`src/rtl/ram_access_sequencer.sv`:
```
// Sequencer that owns the port of the 16-entry switch-store RAM. It serialises
// user store/step requests, runs a bulk clear and an auto-scan, and keeps the display fed.
module ram_access_sequencer #(
    parameter int ADDR_W     = 4,
    parameter int DATA_W     = 16,
    parameter int STEP_TICKS = 50_000_000
) (
    input  logic              clk,
    input  logic              reset,
    input  logic              store_pulse,
    input  logic              up_pulse,
    input  logic              down_pulse,
    input  logic              clear_pulse,
    input  logic              auto_en,
    input  logic [DATA_W-1:0] sw,
    output logic              ram_we,
    output logic [ADDR_W-1:0] ram_adr,
    output logic [DATA_W-1:0] ram_din,
    input  logic [DATA_W-1:0] ram_dout,
    output logic [ADDR_W-1:0] cur_addr,
    output logic [DATA_W-1:0] display_value,
    output logic              busy
);

    localparam int TICK_W = $clog2(STEP_TICKS);

    typedef enum logic [2:0] {
        S_IDLE,
        S_WRITE,
        S_CLEAR,
        S_READ,
        S_LATCH
    } state_t;

    state_t              state_q, state_d;
    logic [ADDR_W-1:0]   cur_addr_q, cur_addr_d;
    logic [ADDR_W-1:0]   clr_idx_q, clr_idx_d;
    logic [TICK_W-1:0]   tick_q, tick_d;
    logic [DATA_W-1:0]   wdata_q, wdata_d;
    logic [DATA_W-1:0]   disp_q, disp_d;
    logic                we_q, we_d;
    logic [ADDR_W-1:0]   adr_q, adr_d;
    logic [DATA_W-1:0]   din_q, din_d;
    logic                busy_q, busy_d;

    logic                last_tick;
    logic                one_step;
    logic                user_accept;

    function automatic logic [ADDR_W-1:0] addr_step(input logic [ADDR_W-1:0] a,
                                                    input logic            dn);
        addr_step = dn ? (a - ADDR_W'(1)) : (a + ADDR_W'(1));
    endfunction

    assign last_tick   = (tick_q == TICK_W'(STEP_TICKS - 1));
    assign one_step    = up_pulse ^ down_pulse;
    assign user_accept = (state_q == S_IDLE) && (clear_pulse || store_pulse || one_step);

    always_comb begin
        state_d    = state_q;
        cur_addr_d = cur_addr_q;
        clr_idx_d  = clr_idx_q;
        wdata_d    = wdata_q;
        disp_d     = disp_q;

        unique case (state_q)
            S_IDLE: begin
                // Pulses arriving in any other state are simply not looked at.
                if (clear_pulse) begin
                    state_d   = S_CLEAR;
                    clr_idx_d = '0;
                end else if (store_pulse) begin
                    state_d = S_WRITE;
                    wdata_d = sw;
                end else if (one_step) begin
                    cur_addr_d = addr_step(cur_addr_q, down_pulse);
                    state_d    = S_READ;
                end else if (auto_en && last_tick) begin
                    cur_addr_d = addr_step(cur_addr_q, 1'b0);
                    state_d    = S_READ;
                end
            end
            S_WRITE: state_d = S_READ;
            S_CLEAR: begin
                if (clr_idx_q == '1) begin
                    cur_addr_d = '0;
                    state_d    = S_READ;
                end else begin
                    clr_idx_d = clr_idx_q + ADDR_W'(1);
                end
            end
            S_READ:  state_d = S_LATCH;
            S_LATCH: begin
                disp_d  = ram_dout;
                state_d = S_IDLE;
            end
            default: state_d = S_IDLE;
        endcase
    end

    // Scan counter only advances while idle; a user action restarts the period.
    always_comb begin
        tick_d = tick_q;
        if (!auto_en) begin
            tick_d = '0;
        end else if (state_q == S_IDLE) begin
            if (user_accept || last_tick) begin
                tick_d = '0;
            end else begin
                tick_d = tick_q + TICK_W'(1);
            end
        end
    end

    // RAM port and busy are registered from the next state so they line up with it.
    always_comb begin
        we_d   = (state_d == S_WRITE) || (state_d == S_CLEAR);
        adr_d  = (state_d == S_CLEAR) ? clr_idx_d : cur_addr_d;
        din_d  = (state_d == S_CLEAR) ? '0 : wdata_d;
        busy_d = (state_d != S_IDLE);
    end

    always_ff @(posedge clk or posedge reset) begin
        if (reset) begin
            state_q    <= S_READ;
            cur_addr_q <= '0;
            clr_idx_q  <= '0;
            tick_q     <= '0;
            wdata_q    <= '0;
            disp_q     <= '0;
            we_q       <= 1'b0;
            adr_q      <= '0;
            din_q      <= '0;
            busy_q     <= 1'b1;
        end else begin
            state_q    <= state_d;
            cur_addr_q <= cur_addr_d;
            clr_idx_q  <= clr_idx_d;
            tick_q     <= tick_d;
            wdata_q    <= wdata_d;
            disp_q     <= disp_d;
            we_q       <= we_d;
            adr_q      <= adr_d;
            din_q      <= din_d;
            busy_q     <= busy_d;
        end
    end

    assign ram_we        = we_q;
    assign ram_adr       = adr_q;
    assign ram_din       = din_q;
    assign cur_addr      = cur_addr_q;
    assign display_value = disp_q;
    assign busy          = busy_q;

endmodule

```
`config.mk`:
```
export PLATFORM = sky130hd
export DESIGN_NAME = ram_access_sequencer
export DESIGN_NICKNAME = d
export VERILOG_FILES = /design/src/rtl/ram_access_sequencer.sv
export SDC_FILE = /design/constraint.sdc
export NUM_CORES = 1
export LEC_CHECK = 0
export ABC_AREA = 1
export BUFFER_PORTS_ARGS = -buffer_cell sky130_fd_sc_hd__buf_2
export CORE_UTILIZATION = 45
export CTS_CLUSTER_DIAMETER = 120
export DETAILED_ROUTE_END_ITERATION = 16
export GPL_TIMING_DRIVEN = 0
export PLACE_DENSITY = 0.67
export SLEW_MARGIN = 15
export SYNTH_ARGS = -nofsm -noshare
export SYNTH_HDL_FRONTEND = slang
export SYNTH_SLANG_ARGS = --single-unit
```
`constraint.sdc`:
```
create_clock -name clk -period 4.9 [get_ports clk]
set_input_delay 0.735 -clock clk [delete_from_list [all_inputs] [get_ports clk]]
set_output_delay 0.735 -clock clk [all_outputs]
set_load 0.02 [all_outputs]
```
==> key figures, run 1 <==
Outcome
  • Outcome: finished, final reports clean

Clock tree
  • Post-CTS sizing: 0
  • CTS Buf Count: 9
  • Clock root buffer: clkbuf_8
  • Clk Latency, worst-skew pair: 0.37 ns
  • H-tree Lvls: 3
  • CTS Sinks: 91
  • CTS tree: built
  • Post-CTS Setup Inserts: 0
  • CTS Hold Bufs: 0
  • Clk pin slew, worst setup/hold paths: 0.09 ns
  • CTS max path bufs: 2

Detailed routing
  • Routed len/inst: 13.0 microns
  • Post-DRT Antenna Nets: 0
  • Drc violations: 0
  • Vias per cell: 4.91
  • Via count: 3572
  • Number of DRC markers in iteration 0: 227
  • WL final: 9.46 mm
  • Drt first pass iters: 4

Logic synthesis
  • Yosys reg bits: 91
  • Share of the synthesized area in the top cell type: 0.484
  • Seq/Total Area, Yosys: 0.502
  • Post-Syn Nets: 541
  • Cell taking the most area after synthesis: dfrtp_1
  • Cell area after synthesis: 4550 sq um
  • Area contributors post-synth: dfrtp_1 48%, nand2_1 6.9%, inv_1 5.8%, mux2_2 4.0%, a21oi_1 3.6%
  • Fraction of registers with async set or reset after synthesis: 1.00
  • Synth Area per Inst: 9.13 sq um
  • Top FF cell, synth: dfrtp_1
  • Yosys warnings: 0
  • Mapped Cells: 498
  • Number of distinct library cells after synthesis: 46
  • Post-synth EDFFs: 0

Critical path
  • Worst Path Required: 5.12 ns
  • Worst setup EP type: flip-flop
  • Crit path max fanout: 10
  • Critical path arrival: 2.08 ns
  • Worst Setup Start Kind: flip-flop
  • Crit path kind: flip-flop to flip-flop

Final layout
  • Fin area: 5350 sq um
  • Final #Nets: 633
  • Fraction of layout cells with a size suffix above 1: 0.313
  • FF/Latch Area: 2280 sq um
  • Antenna Cells: 0
  • Synth-to-Final Area Change: 17.8%
  • Multi-input logic area: 1900 sq um
  • Final core utilization: 0.548
  • Fill count: 890
  • Most common cell after layout, fill and taps aside: dfrtp_1
  • Leading cell types in the layout, fill and taps excluded: 88 x dfrtp_1, 87 x buf_2, 84 x nand2_1

Placement
  • Dpl cell area: 5140 sq um
  • DP HPWL: 6.87 mm
  • Port Buffers: 80
  • Place WS: 2.70 ns
  • Final GP Congestion: 0.850

Die
  • Initial core utilization: 0.465
  • Die area: 10500 sq um
  • Core ar.: 9770 sq um
  • Row count: 36
  • Die X: 103 microns
  • Die Span Y: 103 microns
  • Ports: 81

GRT
  • Largest net degree at the start of global routing: 52
  • Vias in the first global route: 3443
  • Initial antenna violation count: 0
  • GRT Total Usage: 0.197
  • Overflow after GRT: 0
  • First-pass GRT wire length: 16.0 mm

Pwr
  • Leak Pwr: 2.84 nW
  • Power per standard cell area: 519 nW/um^2
  • Maximum VDD drop: 330 uV
  • Total power: 0.00278 W

STA
  • Tmin final: 1.86 ns
  • Final-report setup violation count: 0
  • Max Fclk: 537 MHz
  • Fin crit share: 0.380
  • Slew @ Worst Pin: 0.528 ns
  • Max_slew headroom: 0.648
  • Final hold vios: 0
  • Final Max Tran Viols: 0
  • RSZ-0062 raised after global routing: false
  • Fin worst setup slack: 3.04 ns
  • Setup TNS: 0 ns
  • Worst Clk Skew: 0.00836 ns

Job
  • Max cap viols: 0

Worst hold path
  • Min-Delay Path Class: input pin to asynchronous set/reset pin
[state kept, by name (all words and copies together) (netlist names), 3 cells and up]
| register | flops |
|---|---|
| ram_adr | 4 |
| display_value | 16 |
| ram_din | 16 |
| clr_idx_q | 4 |
| state_q | 3 |
| cur_addr | 4 |
| wdata_q | 16 |
| tick_q | 26 |
[worst max-delay path, stage by stage, from the launching register on]
cell and delay [ns]:
dfstp_2 0.59, inv_2 0.08, nand2_4 0.12, nor2_2 0.05
inv_2 0.06, nand2_1 0.07, nor2_1 0.21, clkbuf_1 0.41
a211oi_1 0.14
[area by class of cell]
type | instances | area share
flip-flops and latches | 91 | 0.426
well taps | 133 | 0.0311
plain buffers | 10 | 0.0108
clock inverters | 5 | 0.0112
repair buffers | 81 | 0.0799
clock buffers | 11 | 0.0283
multi-input cells | 315 | 0.355
inverters | 82 | 0.0580
[logic make-up after synthesis]
kind of cell	count (synthesis)	share of synthesized area
AO/OA/AOI/OAI	79	0.105
flip-flops	91	0.502
adder cells (fa/ha/maj)	4	0.0110
buffers and inverters	92	0.0804
AND/OR/NAND/NOR	209	0.248
XOR/XNOR	7	0.0135
multiplexers	16	0.0396
[synthesized netlist by cell type, drive strengths merged, types with 2 or more instances]
master  number
nand2       93
dfrtp       88
inv         81
nor2        50
a21oi       33
nand3       23
a211oi      17
o21ai       17
or2         17
mux2        16
nor3        13
buf          9
nand4        8
xor2         5
ha           4
a31oi        3
dfstp        3
nand3b       2
o211a        2
o21a         2
o21bai       2
xnor2        2
[stage by stage]
stage / hold WS [ns] / cells
global route: 0.453 / 728
global placement: 0.483 / 711
detailed placement: 0.490 / 712
CTS: 0.416 / 728
finish: 0.415 / 728
floorplan: 0.468 / 498
[metal layers]
| layer | vias up | GRT usage | share of wire |
|---|---|---|---|
| li1 | 1790 | - | - |
| met1 | 1681 | 0.278 | 0.47 |
| met2 | 89 | 0.306 | 0.47 |
| met3 | 12 | 0.0271 | 0.043 |
| met4 | 0 | 0.0857 | 0.017 |
| met5 | - | 0 | 0 |
[worst paths after layout]
| check | startpoint | to | slack (ns) | cells past startpoint |
|---|---|---|---|---|
| max | state_q[1] | ram_din[12] | 3.04 | 8 |
| min in group clk | display_value[2] | display_value[2] | 0.51 | 1 |
| max in group asynchronous | reset | busy | 3.80 | 3 |
| min | reset | display_value[12] | 0.42 | 2 |
| max reg2reg | state_q[1] | ram_din[12] | 3.04 | 8 |
| min reg2reg | display_value[2] | display_value[2] | 0.51 | 1 |
[power breakdown]
group / leakage (nW) / internal [W] / switching (W) / total [W]
Combinational: 1.58 / 0.000419 / 0.000692 / 0.00111
Clock: 0.106 / 0.000265 / 0.000270 / 0.000535
Sequential: 1.15 / 0.00102 / 0.000118 / 0.00113
Total: 2.84 / 0.00170 / 0.00108 / 0.00278
(Power assumes the default switching activity.)
==> run 2: changes to the inputs <==
ABC_AREA = 0   (was 1)
clock period = 1.75 ns   (was 4.9 ns; I/O delays follow)
==> key figures, run 2 <==
Outcome
  • Outcome: finished with violations
  • Failing checks: negative setup slack

Logic synthesis
  • Commonest cells in the netlist: 88 x dfrtp_1, 39 x nor2_1, 19 x nand2_1
  • Cell area after synthesis: 4310 sq um (-5.3%)
  • Number of distinct library cells after synthesis: 67 (+46%)
  • Post-Syn Nets: 409 (-24%)
  • Post-synth EDFFs: 0 (unchanged)
  • Yosys warnings: 0 (unchanged)
  • Yosys reg bits: 91 (unchanged)
  • Synth Area per Inst: 11.8 sq um (+29%)
  • Seq/Total Area, Yosys: 0.530 (+0.0278)
  • Cell taking the most area after synthesis: dfrtp_1
  • Count leader, synth: dfrtp_1
  • Area contributors post-synth: dfrtp_1 51%, xor2_1 3.5%, mux2_1 3.4%, nor2_1 3.4%, mux2_4 3.1%
  • Mapped Cells: 366 (-27%)
  • Top FF cell, synth: dfrtp_1
  • Share of the synthesized area in the top cell type: 0.511 (+0.0269)
  • Fraction of registers with async set or reset after synthesis: 1.00 (unchanged)

Final layout
  • Final core utilization: 0.622 (+0.0746)
  • Antenna Cells: 0 (unchanged)
  • Non-Filler Instances: 628 (-14%)
  • Largest register FFs: 26 (unchanged)
  • Final #Nets: 537 (-15%)
  • Leading cell types in the layout, fill and taps excluded: 82 x dfrtp_1, 80 x buf_2, 33 x buf_4
  • Most common cell after layout, fill and taps aside: dfrtp_1
  • Synth-to-Final Area Change: 33.5%
  • Biggest register: tick_q
  • Fraction of layout cells with a size suffix above 1: 0.469 (+0.156)
  • Fill count: 732 (-18%)

Die
  • Die Span Y: 99.8 microns (-2.6%)
  • Ports: 81 (unchanged)
  • Die X: 99.8 microns (-2.6%)
  • Die area: 9970 sq um (-5.2%)
  • Initial core utilization: 0.466 (+0.00103)
  • Core ar.: 9240 sq um (-5.5%)
  • Row count: 35 (-2.8%)

Clock tree
  • CTS tree: built
  • Clk Latency, worst-skew pair: 0.36 ns (about the same)
  • CTS Buf Count: 9 (unchanged)
  • Clk pin slew, worst setup/hold paths: 0.10 ns (about the same)
  • CTS Sinks: 91 (unchanged)
  • Clock root buffer: clkbuf_8
  • CTS max path bufs: 2 (unchanged)
  • H-tree Lvls: 3 (unchanged)

Worst hold path
  • Min-Delay Path Class: input pin to flip-flop
  • Hold wc startpoint: ram_dout[4]
  • Hold Crit Depth: 2

Critical path
  • Worst Setup Start Kind: flip-flop
  • Crit path max fanout: 6 (-4)
  • Worst Reg-to-Reg Cells: 7 (-1)
  • Critical path arrival: 2.03 ns (-0.05 ns)
  • CP Cell Sequence: nor4_2, and4_4, a211oi_4, o21ai_2, buf_6, buf_6, nor2_1
  • CP bufs+invs: 2 (-1)
  • Crit path largest cell delay: 0.43 ns (-0.16 ns)
  • Worst setup EP type: flip-flop
  • Reg2reg setup slack: -0.04 ns (-3.07 ns)
  • WP depth: 7 (-1)
  • Top delay family on crit path: simple AND/OR/NAND/NOR gates
  • Worst r2r src: tick_q[16]
  • Worst Path Required: 2.00 ns (-3.12 ns)
  • Crit path kind: flip-flop to flip-flop
  • CP max stage cell: dfrtp_1
  • CP most frequent cell: buf_6
  • Crit path launch: tick_q[16]

STA
  • Tmin final: 1.79 ns (-0.0762 ns)
  • Fin worst setup slack: -0.0353 ns (-3.07 ns)
  • RSZ-0062 raised after global routing: true
  • Final-report setup violation count: 25 (+25)
  • Fin crit share: 1.02 (+0.640)
  • Max_slew headroom: 0.591 (-0.0572)
  • Final Max Tran Viols: 0 (unchanged)
  • Setup TNS: -0.501 ns (-0.501 ns)
  • Fin Hold WS: 0.110 ns (-0.305 ns)
  • Worst Clk Skew: 0.0149 ns (+0.00651 ns)
  • Final hold vios: 0 (unchanged)
  • Slew @ Worst Pin: 0.611 ns (+0.0836 ns)
  • Max Fclk: 560 MHz (+4.3%)

Pwr
  • Maximum VDD drop: 531 uV (+61%)
  • Total power: 0.00789 W (+180%)
  • Leak Pwr: 2.69 nW (-5.2%)
  • Power per standard cell area: 1370 nW/um^2 (+160%)

GRT
  • Largest net degree at the start of global routing: 38 (-27%)
  • First-pass GRT wire length: 15.1 mm (-5.3%)
  • GRT Total Usage: 0.194 (-0.00268)
  • Vias in the first global route: 3197 (-7.1%)
  • Initial antenna violation count: 0 (unchanged)
  • Overflow after GRT: 0 (unchanged)

Placement
  • DP HPWL: 6.20 mm (-9.9%)
  • Final GP Congestion: 0.809 (-4.8%)
  • Placed insts: 578 (-19%)
  • Port Buffers: 80 (unchanged)

Job
  • Max cap viols: 0 (unchanged)

Detailed routing
  • WL final: 9.49 mm (+0.31%)
  • Post-DRT Antenna Nets: 0 (unchanged)
  • Vias per cell: 5.23 (+6.6%)
  • Drt first pass iters: 4 (unchanged)
  • Routed len/inst: 15.1 microns (+16%)
  • Drc violations: 0 (unchanged)
  • Number of DRC markers in iteration 0: 128 (-44%)
  • Via count: 3286 (-8.0%)
[run 2: cell types whose count changed in the layout (fill, tap and decap cells not counted), moves of 10 or more]
cell      before  now
or2_2         15    2
nor2_1        39   29
xor2_1         5   17
a211oi_1      17    0
mux2_1         0   13
and2_1         0   17
inv_1         69    4
buf_4          1   33
inv_2         11    1
nand2_1       84   18
and3_1         0   10
a21oi_1       33    3
[run 2: what timing repair did]
action                     4_1_cts  5_1_grt
gates resized for setup         45       33
setup buffers                   19       15
gates cloned                     1        1
hold buffers                     1        0
pin swaps                       20       16
setup endpoints to repair       72       56
hold endpoints to repair        15        0
[run 2: power by group]
part,internal (W),switching (W)
logic,0.00153,0.00183
registers,0.00277,0.000298
clock network,0.000676,0.000779
total,0.00498,0.00291
[run 2: metal layers]
layer / up-vias / global-route usage / wire length [microns]
met5: - / 0 / 0
met4: 0 / 0.0814 / 176
met3: 18 / 0.0355 / 377
met2: 91 / 0.312 / 4630
met1: 1622 / 0.261 / 4310
li1: 1555 / - / -
[run 2: worst paths after layout]
path	end
min in group asynchronous	display_value[1]
worst min register to register	wdata_q[4]
worst max register to register	tick_q[9]
worst min-delay path	display_value[4]
worst max-delay path	tick_q[9]
max in group asynchronous	state_q[0]
[run 2: metrics by stage]
stage                     cell area, sq um  setup WS [ns]
after detailed placement              4950         -0.229
after floorplan                       4310         0.0199
final                                 5750        -0.0353
after global routing                  5750         -0.139
after CTS                             5490        -0.0289
after global placement                4870         -0.208
[run 2: kinds of logic (layout without fill, tap and decap cells)]
| kind of cell | count (synthesis) | after routing | synth area share |
|---|---|---|---|
| xor gates and xnor gates | 24 | 24 | 0.0488 |
| adders and majority gates | 4 | 4 | 0.0116 |
| muxes | 35 | 35 | 0.0988 |
| DFF | 91 | 91 | 0.530 |
| AOI/OAI and AO/OA | 39 | 39 | 0.0811 |
| buffers and inverters | 20 | 153 | 0.0241 |
| and+or+nand+nor | 153 | 153 | 0.206 |
[run 2: layout make-up]
cell class	instances	area [sq um]	area share
multi-input combinational	255	2170	0.377
clock inverter	6	72.6	0.0126
buffer	10	116	0.0202
timing repair buffer	120	785	0.136
clock buffer	10	128	0.0222
inverter	7	30.0	0.00522
tap	129	161	0.0281
sequential	91	2290	0.398
